**src/rtl/rv_decode_pkg.sv**
```systemverilog
// Shared definitions for the RV32 decode stage.
//   - Opcode constants for every supported major opcode
//   - Instruction format encodings reported on the fmt output
//   - Skid-buffer occupancy states
//   - Packed record of the sliced instruction fields held per buffer entry
package rv_decode_pkg;

    localparam logic [6:0] OP_R      = 7'b0110011;
    localparam logic [6:0] OP_IMM    = 7'b0010011;
    localparam logic [6:0] OP_LOAD   = 7'b0000011;
    localparam logic [6:0] OP_JALR   = 7'b1100111;
    localparam logic [6:0] OP_STORE  = 7'b0100011;
    localparam logic [6:0] OP_BRANCH = 7'b1100011;
    localparam logic [6:0] OP_LUI    = 7'b0110111;
    localparam logic [6:0] OP_AUIPC  = 7'b0010111;
    localparam logic [6:0] OP_JAL    = 7'b1101111;

    localparam logic [2:0] FMT_R   = 3'd0;
    localparam logic [2:0] FMT_I   = 3'd1;
    localparam logic [2:0] FMT_S   = 3'd2;
    localparam logic [2:0] FMT_B   = 3'd3;
    localparam logic [2:0] FMT_U   = 3'd4;
    localparam logic [2:0] FMT_J   = 3'd5;
    localparam logic [2:0] FMT_ILL = 3'd7;

    typedef enum logic [1:0] {
        ST_EMPTY = 2'd0,
        ST_ONE   = 2'd1,
        ST_FULL  = 2'd2
    } state_t;

    typedef struct packed {
        logic [6:0] func7;
        logic [4:0] rs2;
        logic [4:0] rs1;
        logic [2:0] func3;
        logic [4:0] rd;
        logic [6:0] opcode;
        logic [2:0] fmt;
        logic       illegal;
    } dec_fields_t;

endpackage

```
**src/rtl/rv_imm_gen.sv**
```systemverilog
// Combinational format classifier and immediate generator.
//   instr   in   32    raw RV32 instruction word
//   imm     out  XLEN  sign-extended immediate (0 for R-type and illegal)
//   fmt     out  3     format code R/I/S/B/U/J/ILL
//   illegal out  1     unsupported opcode or non-32-bit encoding
module rv_imm_gen #(
    parameter int XLEN = 32
) (
    input  logic [31:0]     instr,
    output logic [XLEN-1:0] imm,
    output logic [2:0]      fmt,
    output logic            illegal
);
    import rv_decode_pkg::*;

    // Every immediate is first assembled as a signed 32-bit value, then widened.
    function automatic logic [XLEN-1:0] sext32(input logic signed [31:0] v);
        return XLEN'(v);
    endfunction

    logic signed [31:0] imm_i_p0;
    logic signed [31:0] imm_s_p0;
    logic signed [31:0] imm_b_p0;
    logic signed [31:0] imm_u_p0;
    logic signed [31:0] imm_j_p0;

    always_comb begin
        imm_i_p0 = {{20{instr[31]}}, instr[31:20]};
        imm_s_p0 = {{20{instr[31]}}, instr[31:25], instr[11:7]};
        imm_b_p0 = {{19{instr[31]}}, instr[31], instr[7], instr[30:25], instr[11:8], 1'b0};
        imm_u_p0 = {instr[31:12], 12'b0};
        imm_j_p0 = {{11{instr[31]}}, instr[31], instr[19:12], instr[20], instr[30:21], 1'b0};
    end

    always_comb begin
        imm     = '0;
        fmt     = FMT_ILL;
        illegal = 1'b1;
        if (instr[1:0] == 2'b11) begin
            illegal = 1'b0;
            case (instr[6:0])
                OP_R:                       fmt = FMT_R;
                OP_IMM, OP_LOAD, OP_JALR: begin
                    fmt = FMT_I;
                    imm = sext32(imm_i_p0);
                end
                OP_STORE: begin
                    fmt = FMT_S;
                    imm = sext32(imm_s_p0);
                end
                OP_BRANCH: begin
                    fmt = FMT_B;
                    imm = sext32(imm_b_p0);
                end
                OP_LUI, OP_AUIPC: begin
                    fmt = FMT_U;
                    imm = sext32(imm_u_p0);
                end
                OP_JAL: begin
                    fmt = FMT_J;
                    imm = sext32(imm_j_p0);
                end
                default: begin
                    fmt     = FMT_ILL;
                    illegal = 1'b1;
                end
            endcase
        end
    end

endmodule

```
**src/rtl/instr_decode_stage.sv**
```systemverilog
// Registered decode stage between fetch and register-file read.
// Decodes the incoming word combinationally and stores the result in a
// 2-entry (head + skid) buffer with valid/ready handshakes on both sides.
//   clk, reset           clock, synchronous active-high reset
//   flush                drop every buffered and same-cycle incoming entry
//   in_valid/in_ready    fetch handshake; in_instr, in_pc payload
//   out_valid/out_ready  downstream handshake
//   out_pc, opcode, rd, func3, rs1, rs2, func7, imm, fmt, illegal
//                        decoded head entry (all zero while out_valid=0)
module instr_decode_stage #(
    parameter int XLEN = 32,
    parameter int PC_W = 32
) (
    input  logic            clk,
    input  logic            reset,
    input  logic            flush,
    input  logic            in_valid,
    output logic            in_ready,
    input  logic [31:0]     in_instr,
    input  logic [PC_W-1:0] in_pc,
    output logic            out_valid,
    input  logic            out_ready,
    output logic [PC_W-1:0] out_pc,
    output logic [6:0]      opcode,
    output logic [4:0]      rd,
    output logic [2:0]      func3,
    output logic [4:0]      rs1,
    output logic [4:0]      rs2,
    output logic [6:0]      func7,
    output logic [XLEN-1:0] imm,
    output logic [2:0]      fmt,
    output logic            illegal
);
    import rv_decode_pkg::*;

    logic [XLEN-1:0] dec_imm_p0;
    logic [2:0]      dec_fmt_p0;
    logic            dec_ill_p0;
    dec_fields_t     dec_p0;

    rv_imm_gen #(.XLEN(XLEN)) u_imm_gen (
        .instr   (in_instr),
        .imm     (dec_imm_p0),
        .fmt     (dec_fmt_p0),
        .illegal (dec_ill_p0)
    );

    always_comb begin
        dec_p0.func7   = in_instr[31:25];
        dec_p0.rs2     = in_instr[24:20];
        dec_p0.rs1     = in_instr[19:15];
        dec_p0.func3   = in_instr[14:12];
        dec_p0.rd      = in_instr[11:7];
        dec_p0.opcode  = in_instr[6:0];
        dec_p0.fmt     = dec_fmt_p0;
        dec_p0.illegal = dec_ill_p0;
    end

    // ---- p0 -> p1: head / skid entry registers ----
    dec_fields_t     head_f_p1,   skid_f_p1;
    logic [XLEN-1:0] head_imm_p1, skid_imm_p1;
    logic [PC_W-1:0] head_pc_p1,  skid_pc_p1;

    state_t st_q, st_d;
    logic   rdy_en_q;   // holds in_ready low through reset and its release edge
    logic   accept, pop;
    logic   ld_head, ld_skid, promote;

    assign out_valid = (st_q != ST_EMPTY);
    assign in_ready  = rdy_en_q & (st_q != ST_FULL);
    assign accept    = in_valid & in_ready;
    assign pop       = out_valid & out_ready;

    always_comb begin
        st_d    = st_q;
        ld_head = 1'b0;
        ld_skid = 1'b0;
        promote = 1'b0;
        if (flush) begin
            st_d = ST_EMPTY;
        end else begin
            case (st_q)
                ST_EMPTY: begin
                    if (accept) begin
                        ld_head = 1'b1;
                        st_d    = ST_ONE;
                    end
                end
                ST_ONE: begin
                    if (accept && pop) begin
                        ld_head = 1'b1;
                    end else if (accept) begin
                        ld_skid = 1'b1;
                        st_d    = ST_FULL;
                    end else if (pop) begin
                        st_d = ST_EMPTY;
                    end
                end
                ST_FULL: begin
                    if (pop) begin
                        promote = 1'b1;
                        st_d    = ST_ONE;
                    end
                end
                default: st_d = ST_EMPTY;
            endcase
        end
    end

    always_ff @(posedge clk) begin
        if (reset) begin
            st_q     <= ST_EMPTY;
            rdy_en_q <= 1'b0;
        end else begin
            st_q     <= st_d;
            rdy_en_q <= 1'b1;
        end
    end

    always_ff @(posedge clk) begin
        if (ld_head) begin
            head_f_p1   <= dec_p0;
            head_imm_p1 <= dec_imm_p0;
            head_pc_p1  <= in_pc;
        end else if (promote) begin
            head_f_p1   <= skid_f_p1;
            head_imm_p1 <= skid_imm_p1;
            head_pc_p1  <= skid_pc_p1;
        end
        if (ld_skid) begin
            skid_f_p1   <= dec_p0;
            skid_imm_p1 <= dec_imm_p0;
            skid_pc_p1  <= in_pc;
        end
    end

    // ---- p1 -> outputs: payload forced to zero whenever nothing is valid ----
    always_comb begin
        out_pc  = out_valid ? head_pc_p1         : '0;
        opcode  = out_valid ? head_f_p1.opcode   : '0;
        rd      = out_valid ? head_f_p1.rd       : '0;
        func3   = out_valid ? head_f_p1.func3    : '0;
        rs1     = out_valid ? head_f_p1.rs1      : '0;
        rs2     = out_valid ? head_f_p1.rs2      : '0;
        func7   = out_valid ? head_f_p1.func7    : '0;
        imm     = out_valid ? head_imm_p1        : '0;
        fmt     = out_valid ? head_f_p1.fmt      : '0;
        illegal = out_valid ? head_f_p1.illegal  : 1'b0;
    end

endmodule
```
**config.mk**
```make
export PLATFORM = sky130hd
export DESIGN_NAME = instr_decode_stage
export DESIGN_NICKNAME = d
export VERILOG_FILES = /design/src/rtl/rv_decode_pkg.sv /design/src/rtl/rv_imm_gen.sv /design/src/rtl/instr_decode_stage.sv
export SDC_FILE = /design/constraint.sdc
export NUM_CORES = 1
export LEC_CHECK = 0
export CAP_MARGIN = 0
export CORE_MARGIN = 5
export CORE_UTILIZATION = 61
export CTS_CLUSTER_SIZE = 24
export DETAILED_ROUTE_END_ITERATION = 10
export DONT_BUFFER_PORTS = 1
export GPL_ROUTABILITY_DRIVEN = 0
export PLACE_DENSITY_LB_ADDON = 0.2
export SYNTH_ARGS = -nofsm -noshare
export SYNTH_HDL_FRONTEND = slang
export SYNTH_SLANG_ARGS = --single-unit
```
**constraint.sdc**
```tcl
create_clock -name clk -period 11.5 [get_ports clk]
set_clock_uncertainty 0.15 [all_clocks]
set_input_delay 1.725 -clock clk [delete_from_list [all_inputs] [get_ports clk]]
set_output_delay 1.725 -clock clk [all_outputs]
set_load 0.01 [all_outputs]
```
Word level (Yosys, flattened, before mapping)
Index checks and enable logic that the tools add are counted.
{"block": "classes", "eq_ne": 17, "muxes": 39, "bitwise": 3, "reduce_logical": 9}
{"op": "32-bit two-way mux", "count": 7}
{"op": "32-bit case mux with 5 select lines", "count": 1}
{"op": "36-bit two-way mux", "count": 2}
{"op": "7-bit by 6-bit equality test with 1-bit output (second input constant)", "count": 3}
{"op": "7-bit equality test (second input constant)", "count": 3}
{"op": "3-bit case mux with 6 select lines", "count": 1}
{"op": "5-bit two-way mux", "count": 3}
{"op": "7-bit by 5-bit equality test with 1-bit output (second input constant)", "count": 2}
{"op": "7-bit two-way mux", "count": 2}
{"op": "1-bit two-way mux", "count": 13}
{"op": "2-bit two-way mux", "count": 5}
{"op": "3-bit two-way mux", "count": 3}
{"op": "9-bit OR reduction", "count": 1}
{"op": "2-bit != test (second input constant)", "count": 4}
{"op": "7-bit by 2-bit equality test with 1-bit output (second input constant)", "count": 1}
{"op": "2-bit case mux with 3 select lines", "count": 1}
{"op": "2-bit equality test (second input constant)", "count": 2}
{"op": "4-bit AND reduction", "count": 1}
{"op": "2-bit nonzero test", "count": 2}
{"op": "2-bit OR reduction", "count": 2}
{"op": "1-bit AND", "count": 3}
{"op": "3-bit != test (second input constant)", "count": 1}
{"op": "3-bit OR reduction", "count": 1}
{"op": "2-bit by 1-bit equality test with 1-bit output (second input constant)", "count": 1}
{"op": "3 further kinds", "count": 3}
{"block": "word_totals", "reg_bits": 203, "in_bits": 69, "output_inout_bits": 102, "word_cells": 90}

Longest topological paths before layout
Gate-level depths: netlist of run 1.
{"block": "logic_depth", "word_depth": 8, "mapped_depth": 7, "mapped_depth_nobuf": 4}

Modules after synthesis
A second synthesis of run 1 with hierarchy kept.
{"block": "hier_totals", "cells_unflattened": 520, "area_unflattened_um2": 9107.5}
{"module": "instr_decode_stage", "instances": 1, "cells_per_inst": 444, "area_each_um2": 8597.0, "seq_area_each_um2": 6065.8}
{"module": "rv_imm_gen", "instances": 1, "cells_per_inst": 76, "area_each_um2": 510.5, "seq_area_each_um2": 0.0}

Least setup slack after synthesis of run 1
Ideal clock, no wire load.
{"block": "synth_timing", "path_type": "input -> register", "startpoint": "input port in_valid", "endpoint": "register head_f_p1[0] (netlist bit) (enable)", "setup_time_ns": 0.559, "t_arrival_ns": 6.208, "required_time_ns": 10.791, "setup_slack_ns": 4.582, "cell_stages": 4, "path_buffers": 0, "path_cell_list": "nand2_1 > nor3_1 > a31oi_1 > nor2_1"}
{"block": "synth_via", "elab_chain_len": 6, "word_cells_on_any_way": 7, "cone_classes": "mux: 4; bitwise: 1; reduce/logical: 2"}
{"item": "start: declaration", "line_no": "instr_decode_stage.sv:17", "rtl": "input logic in_valid,"}
{"item": "1-bit AND (*)", "line_no": "instr_decode_stage.sv:71", "rtl": "assign accept = in_valid & in_ready;"}
{"item": "1-bit logical AND", "line_no": "instr_decode_stage.sv:90", "rtl": "if (accept && pop) begin"}
{"item": "1-bit two-way mux", "line_no": "instr_decode_stage.sv:90"}
{"item": "1-bit case mux with 2 select lines (*)", "line_no": "instr_decode_stage.sv:82", "rtl": "case (st_q)"}
{"item": "1-bit two-way mux (*)", "line_no": "instr_decode_stage.sv:79", "rtl": "if (flush) begin"}
{"item": "2-bit nonzero test (no source line) (*)"}
{"item": "end signal: assignment", "line_no": "instr_decode_stage.sv:122", "rtl": "head_f_p1 <= dec_p0;"}
{"item": "end signal: assignment", "line_no": "instr_decode_stage.sv:126", "rtl": "head_f_p1 <= skid_f_p1;"}
{"item": "end: declaration", "line_no": "instr_decode_stage.sv:60", "rtl": "dec_fields_t head_f_p1, skid_f_p1;"}
Mark *: on every way between the ends. The rest lies on a longest branch, timed or not.
A chain may end at the register's enable or synchronous reset.

Final worst setup path of run 1
{"block": "layout_timing", "startpoint": "register st_q[1]", "endpoint": "output port rs1[0]"}
{"block": "layout_via", "elab_chain_len": 2}
{"item": "start: declaration", "line_no": "instr_decode_stage.sv:64", "rtl": "state_t st_q, st_d;"}
{"item": "start signal: assignment", "line_no": "instr_decode_stage.sv:115", "rtl": "st_q <= st_d;"}
{"item": "2-bit nonzero test", "line_no": "instr_decode_stage.sv:69", "rtl": "assign out_valid = (st_q != ST_EMPTY);"}
{"item": "5-bit two-way mux", "line_no": "instr_decode_stage.sv:143", "rtl": "rs1 = out_valid ? head_f_p1.rs1 : '0;"}
{"item": "end: declaration", "line_no": "instr_decode_stage.sv:27", "rtl": "output logic [4:0] rs1,"}
Every way passes these cells.

==> results.sh, run 1 <==
export IMPL_drv_slew=0
export IMPL_io_pins=171
export IMPL_cts_sinks=203
export IMPL_via_per_inst=5.62
export IMPL_rr_startpoint="st_q[0]"
export IMPL_p_int_mw=1.17
export IMPL_p_sw_mw=0.290
export IMPL_post_cts_setup_buffers=0
export IMPL_ff2ff_setup_slack_ps=8430
export IMPL_synth_flop_cell="edfxtp_1"
export IMPL_die_area_um2=16800
export IMPL_dp_hpwl_um=10800
export IMPL_grt_pass1_wl_um=26000
export IMPL_remaining_drc_errors=0
export IMPL_syn_inst=714
export IMPL_clock_latency_ps=480
export IMPL_synthArstFlopShare=0
export IMPL_cts_htree_levels=1
export IMPL_p_seq_frac=0.566
export IMPL_cts_buffers=21
export IMPL_crit_path_end_kind="output pin"
export IMPL_cts_clk_slew_worst_paths_ps=60
export IMPL_initial_core_util=0.625
export IMPL_clkPwrFrac=0.397
export IMPL_p_leak_nw=3.61
export IMPL_fin_crit_ps=3940
export IMPL_postPlaceCellArea_um2=8800
export IMPL_synth_edf_count=200
export IMPL_tightest_slew_ps=1010
export IMPL_reg2reg_depth=5
export IMPL_fin_area_um2=9370
export IMPL_avgSynthCellArea_um2=12.2
export IMPL_grt_pass1_vias=4863
export IMPL_clockBufferDepth=3
export IMPL_hold_path_class="flip-flop to flip-flop"
export IMPL_core_um2=13900
export IMPL_ys_ff_latch=203
export IMPL_cap_violations=0
export IMPL_tns_ps=0
export IMPL_die_w_um=129
export IMPL_worstPathRequired_ps=9630
export IMPL_synth_seq_area_share=0.696
export IMPL_die_height_um=129
export IMPL_status="completed"
export IMPL_grt_overflow_total=0
export IMPL_cts_tree="yes"
export IMPL_drive_gt1_frac=0.0632
export IMPL_holdPathStages=2
export IMPL_track_usage=0.196
export IMPL_synth_commonest_cells="246 x nand2_1, 200 x edfxtp_1, 106 x and2_1, 24 x buf_2, 21 x nor2_1"
export IMPL_row_count=43
export IMPL_yosysMostFrequentCell="nand2_1"
export IMPL_vias=5012
export IMPL_swShare=0.198
export IMPL_drt_antenna_violating_nets=0
export IMPL_critPathLaunchType="flip-flop"
export IMPL_syn_to_final_growth_pct=7.60
export IMPL_max_clock_freq_mhz=254
export IMPL_yosys_warnings=0
export IMPL_grt_start_max_net_pins=102
export IMPL_yosysTopAreaCellShare=0.690
export IMPL_drt_wl_total_um=16600
export IMPL_clockRootBuffer="clkbuf_16"
export IMPL_criticalPathCategory="flip-flop to output pin"
export IMPL_critPathArrivalTime_ps=2070
export IMPL_worstReg2RegEnd="head_f_p1[21]"
export IMPL_synth_top_area_cell="edfxtp_1"
export IMPL_cp_max_fo=101
export IMPL_hold_viol=0
export IMPL_whs_endpoint="head_f_p1[4]"
export IMPL_antenna_found_initial=0
export IMPL_ctsResizeCount=0
export IMPL_power_density_nw_per_um2=156
export IMPL_first_pass_iters=5
export IMPL_post_route_period_util=0.343
export IMPL_finalSetupViolCount=0
export IMPL_syn_area_um2=8710
export IMPL_pwr_share_comb=0.037
export IMPL_drt_iter0_drc=344
export IMPL_ys_types=46
export IMPL_syn_nets=783
export IMPL_slew_headroom=0.327
export IMPL_io_buffers=0
export IMPL_wl_per_cell_um=18.6
export IMPL_synth_area_leaders="edfxtp_1 69%, nand2_1 11%, and2_1 7.6%, buf_2 1.4%, o211ai_1 1.3%"
export IMPL_postCtsHoldBufs=0
export IMPL_rsz0062_at_grt="no"
export IMPL_ir_drop_mv=0.131
export IMPL_final_nets=771
export IMPL_antenna_cells=0
export IMPL_worstHoldStart="skid_f_p1[4]"
per-layer routing:
layer  vias up  wire [um]  global-route usage
li1       2434          -                   -
met2       184       8390               0.332
met5         -          0                   0
met1      2374       6440               0.261
met3        20       1530              0.0528
met4         0        229              0.0391
cell usage in the layout, fill, tap and decap left out, types with 2 or more instances in the layout:
| cell | netlist | layout |
|---|---|---|
| nand2_1 | 246 | 246 |
| edfxtp_1 | 200 | 200 |
| and2_1 | 106 | 106 |
| clkbuf_16 | 0 | 21 |
| nor2_1 | 21 | 20 |
| a31oi_1 | 15 | 15 |
| o211ai_1 | 15 | 15 |
| a21o_1 | 8 | 8 |
| buf_4 | 2 | 7 |
| clkbuf_1 | 15 | 5 |
| mux2i_1 | 4 | 4 |
| o21ai_1 | 4 | 4 |
| a22o_1 | 4 | 4 |
| clkinv_1 | 0 | 4 |
| a21oi_1 | 3 | 3 |
| nand3b_1 | 3 | 3 |
| nor3_1 | 3 | 3 |
| inv_1 | 3 | 3 |
| mux2_1 | 3 | 3 |
| clkinv_2 | 0 | 3 |
| dfxtp_1 | 3 | 3 |
| nand2b_1 | 2 | 2 |
| nor2b_1 | 2 | 2 |
| or2_2 | 2 | 2 |
| mux2_2 | 2 | 2 |
sequential cells by signal (all words and copies together), names as in the netlist:
| register | flops |
|---|---|
| rdy_en_q | 1 |
| skid_imm_p1 | 32 |
| head_f_p1 | 36 |
| skid_f_p1 | 36 |
| st_q | 2 |
| head_pc_p1 | 32 |
| head_imm_p1 | 32 |
| skid_pc_p1 | 32 |
critical path: stages (launching register included):
cell and delay [ps]:
dfxtp_1 530, or2_2 180, buf_4 550, and2_1 290
how the worst max path moves through the flow:
stage               startpoint              to  depth (start not counted)  slack (ps)
floorplan             in_valid    head_f_p1[0]                          4        4580
global placement      in_valid  head_pc_p1[10]                          5        7270
detailed placement    in_valid   head_pc_p1[6]                          5        7160
CTS                    st_q[1]          rs1[0]                          3        7520
global route           st_q[1]        func7[1]                          3        7380
finish                 st_q[1]          rs1[0]                          3        7560
power groups by stage:
stage	sequential [mW]	clock, mW	combinational [mW]
after floorplan	0.842	0	0.0477
after global placement	0.842	0	0.0523
after detailed placement	0.842	0	0.0541
after CTS	0.827	0.592	0.0543
after global routing	0.827	0.630	0.0598
final	0.826	0.580	0.0534
area by class of cell:
cell class	instances	area (um^2)
flip-flops and latches	203	6070
fillers	1014	4560
multi-input cells	466	2440
clock buffers	26	544
well taps	180	225
repair buffers	7	52.6
clock inverters	7	30.0
inverters	3	11.3
cell families (layout without fill, tap and decap cells):
kind of cell,Yosys count,after routing,synth area share
AO/OA/AOI/OAI,60,60,0.0530
buffers and inverters,45,43,0.0246
flip-flops,203,203,0.696
multiplexers,9,9,0.0111
AND/OR/NAND/NOR,397,397,0.215
stage by stage:
stage                     total power, mW  hold slack [ps]  worst slack [ps]  cells   util
after CTS                            1.47              364              7520    892  0.673
after global placement              0.894              346              7270    859  0.631
after global routing                 1.52              389              7380    892  0.673
after floorplan                     0.889              341              4580    714      -
after detailed placement            0.896              348              7160    859  0.631
final                                1.46              363              7560    892  0.673
(Power assumes the default switching activity.)
==> run 2: changes to the inputs <==
--- a/config.mk
+++ b/config.mk
@@ -5,9 +5,10 @@
 export SDC_FILE = /design/constraint.sdc
 export NUM_CORES = 1
 export LEC_CHECK = 0
+export ABC_AREA = 1
 export CAP_MARGIN = 0
 export CORE_MARGIN = 5
-export CORE_UTILIZATION = 61
+export CORE_UTILIZATION = 57
 export CTS_CLUSTER_SIZE = 24
 export DETAILED_ROUTE_END_ITERATION = 10
 export DONT_BUFFER_PORTS = 1
==> constraint.sdc (replaced) <==
create_clock -name clk -period 3.5 [get_ports clk]
set_clock_uncertainty 0.15 [all_clocks]
set_input_delay 0.525 -clock clk [delete_from_list [all_inputs] [get_ports clk]]
set_output_delay 0.525 -clock clk [all_outputs]
set_load 0.01 [all_outputs]
==> run 2 against run 1 <==
  * Cell count is 38% higher
  * Sequential power grew to 3.3 times the previous value
  * Die area is 13% higher
  * Global-route usage is 1.2 points higher
  * First-iteration DRC count is 26% higher
  * Worst setup slack worse by 6800 ps
  * Utilization is 0.24 points higher
  * Combinational power grew to 5.2 times the previous value
  * Register-to-register slack worse by 7200 ps
  * Power grew to 3.5 times the previous value
  * Via count is 24% higher
  * Count of clock-buffer cells in the layout stayed put
==> results.sh, run 2 <==
export IMPL_status="completed"
export IMPL_yosysTopAreaCellShare=0.645
export IMPL_critPathLaunchType="flip-flop"
export IMPL_track_usage=0.208
export IMPL_hold_path_class="input pin to flip-flop"
export IMPL_syn_area_um2=9310
export IMPL_cts_sinks=203
export IMPL_rsz0062_at_grt="no"
export IMPL_tightest_slew_ps=614
export IMPL_p_seq_frac=0.533
export IMPL_criticalPathCategory="flip-flop to output pin"
export IMPL_initial_core_util=0.584
export IMPL_grt_pass1_wl_um=30900
export IMPL_yosys_warnings=0
export IMPL_final_cell_mix="317 x nand2_1, 200 x edfxtp_1, 143 x nor2_1, 130 x inv_1, 66 x dlygate4sd3_1"
export IMPL_cp_max_fo=79
export IMPL_critPathArrivalTime_ps=2100
export IMPL_syn_nets=1018
export IMPL_via_per_inst=5.05
export IMPL_syn_to_final_growth_pct=15.6
export IMPL_grt_overflow_total=0
export IMPL_mostFrequentLayoutCell="nand2_1"
export IMPL_die_height_um=138
export IMPL_pre_cts_slack_ps=1070
export IMPL_dp_hpwl_um=11600
export IMPL_drive_gt1_frac=0.0796
export IMPL_io_pins=171
export IMPL_post_route_period_util=0.793
export IMPL_hold_viol=0
export IMPL_die_area_um2=19000
export IMPL_synth_flop_cell="edfxtp_1"
export IMPL_drt_antenna_violating_nets=0
export IMPL_avgSynthCellArea_um2=9.81
export IMPL_remaining_drc_errors=0
export IMPL_core_um2=15900
export IMPL_power_density_nw_per_um2=474
export IMPL_synth_seq_area_share=0.652
export IMPL_ir_drop_mv=0.329
export IMPL_cts_buffers=21
export IMPL_drv_slew=0
export IMPL_synthArstFlopShare=0
export IMPL_p_int_mw=4.05
export IMPL_reg_top3="head_f_p1 (36), skid_f_p1 (36)"
export IMPL_cts_htree_levels=1
export IMPL_holdPathStages=2
export IMPL_synth_top_area_cell="edfxtp_1"
export IMPL_ff2ff_setup_slack_ps=1190
export IMPL_postCtsHoldBufs=66
export IMPL_post_layout_total_power_mw=5.10
export IMPL_worstPathRequired_ps=2820
export IMPL_post_cts_setup_buffers=0
export IMPL_first_pass_iters=5
export IMPL_synth_area_leaders="edfxtp_1 65%, nand2_1 13%, nor2_1 5.8%, inv_1 5.2%, nand2_4 2.7%"
export IMPL_antenna_found_initial=0
export IMPL_finalSetupViolCount=0
export IMPL_ys_types=24
export IMPL_pwr_share_comb=0.055
export IMPL_drt_wl_total_um=19900
export IMPL_fin_crit_ps=2770
export IMPL_syn_inst=949
export IMPL_cts_tree="yes"
export IMPL_synth_edf_count=200
export IMPL_hold_ws_ps=71.3
export IMPL_grt_start_max_net_pins=101
export IMPL_max_clock_freq_mhz=360
export IMPL_p_sw_mw=1.05
export IMPL_p_leak_nw=4.76
export IMPL_grt_pass1_vias=5956
export IMPL_ctsResizeCount=0
export IMPL_io_buffers=0
export IMPL_reg2reg_depth=7
export IMPL_crit_path_end_kind="output pin"
export IMPL_ys_ff_latch=203
export IMPL_clockBufferDepth=3
export IMPL_wl_per_cell_um=16.2
export IMPL_cts_clk_slew_worst_paths_ps=60
export IMPL_die_w_um=138
export IMPL_row_count=46
export IMPL_drt_iter0_drc=435
export IMPL_tns_ps=0
export IMPL_clockRootBuffer="clkbuf_16"
export IMPL_final_nets=1074
export IMPL_swShare=0.205
export IMPL_synth_commonest_cells="318 x nand2_1, 200 x edfxtp_1, 143 x nor2_1, 130 x inv_1, 42 x nand3_1"
export IMPL_worst_slack_ps=726
export IMPL_antenna_cells=0
export IMPL_vias=6226
export IMPL_slew_headroom=0.590
export IMPL_clkPwrFrac=0.412
export IMPL_cap_violations=0
export IMPL_yosysMostFrequentCell="nand2_1"
export IMPL_clock_latency_ps=480
run 2: cell types whose count changed after synthesis, sizes merged, moves of 18 or more:
cell and delta:
and2 -106, inv +134, nand2 +99, nand3 +45
nor2 +126, o21ai +18
run 2: cell type report:
cell class / instances / area, um^2
clock inverters: 9 / 91.3
repair buffers: 75 / 766
well taps: 216 / 270
fillers: 1232 / 5180
multi-input cells: 567 / 2510
inverters: 137 / 515
clock buffers: 26 / 544
flip-flops and latches: 203 / 6070
run 2: kinds of logic (layout without fill, tap and decap cells):
group | after synthesis | count (layout) | synth area share
and+or+nand+nor | 541 | 541 | 0.251
DFF | 203 | 203 | 0.652
buffers and inverters | 179 | 247 | 0.0829
AOI/OAI and AO/OA | 26 | 26 | 0.0145
run 2: through the flow:
step	cells	util	area, um^2
6_report	1233	0.675	10800
5_1_grt	1233	0.675	10800
4_1_cts	1233	0.675	10800
3_3_place_gp	1132	0.594	9460
3_5_place_dp	1132	0.594	9460
2_1_floorplan	949	-	9340
run 2: final timing paths:
kind / start / to
min: in_instr[9] / head_f_p1[13]
max reg2reg: rdy_en_q / head_imm_p1[23]
min reg2reg: st_q[0] / st_q[0]
max: st_q[0] / rs2[1]
run 2: critical path, cell delays in order, from the launching register on:
cell and delay, ps:
dfxtp_1 370, inv_1 90, nand2_1 180, clkinv_2 320, buf_12 300, nor2_1 330
run 2: power groups by stage:
stage / clock network [mW] / registers (mW) / logic, mW
2_1_floorplan: 0 / 2.77 / 0.172
3_3_place_gp: 0 / 2.77 / 0.210
3_5_place_dp: 0 / 2.77 / 0.215
4_1_cts: 2.14 / 2.72 / 0.281
5_1_grt: 2.24 / 2.72 / 0.311
6_report: 2.10 / 2.72 / 0.278
run 2: routing by layer:
metal / wire [um] / track usage / vias to the layer above / share of wire
met3: 1800 / 0.0497 / 33 / 0.090
met2: 9830 / 0.354 / 242 / 0.49
met1: 7940 / 0.270 / 2860 / 0.40
li1: - / - / 3091 / -
met5: 0 / 0 / - / 0
met4: 376 / 0.0538 / 0 / 0.019
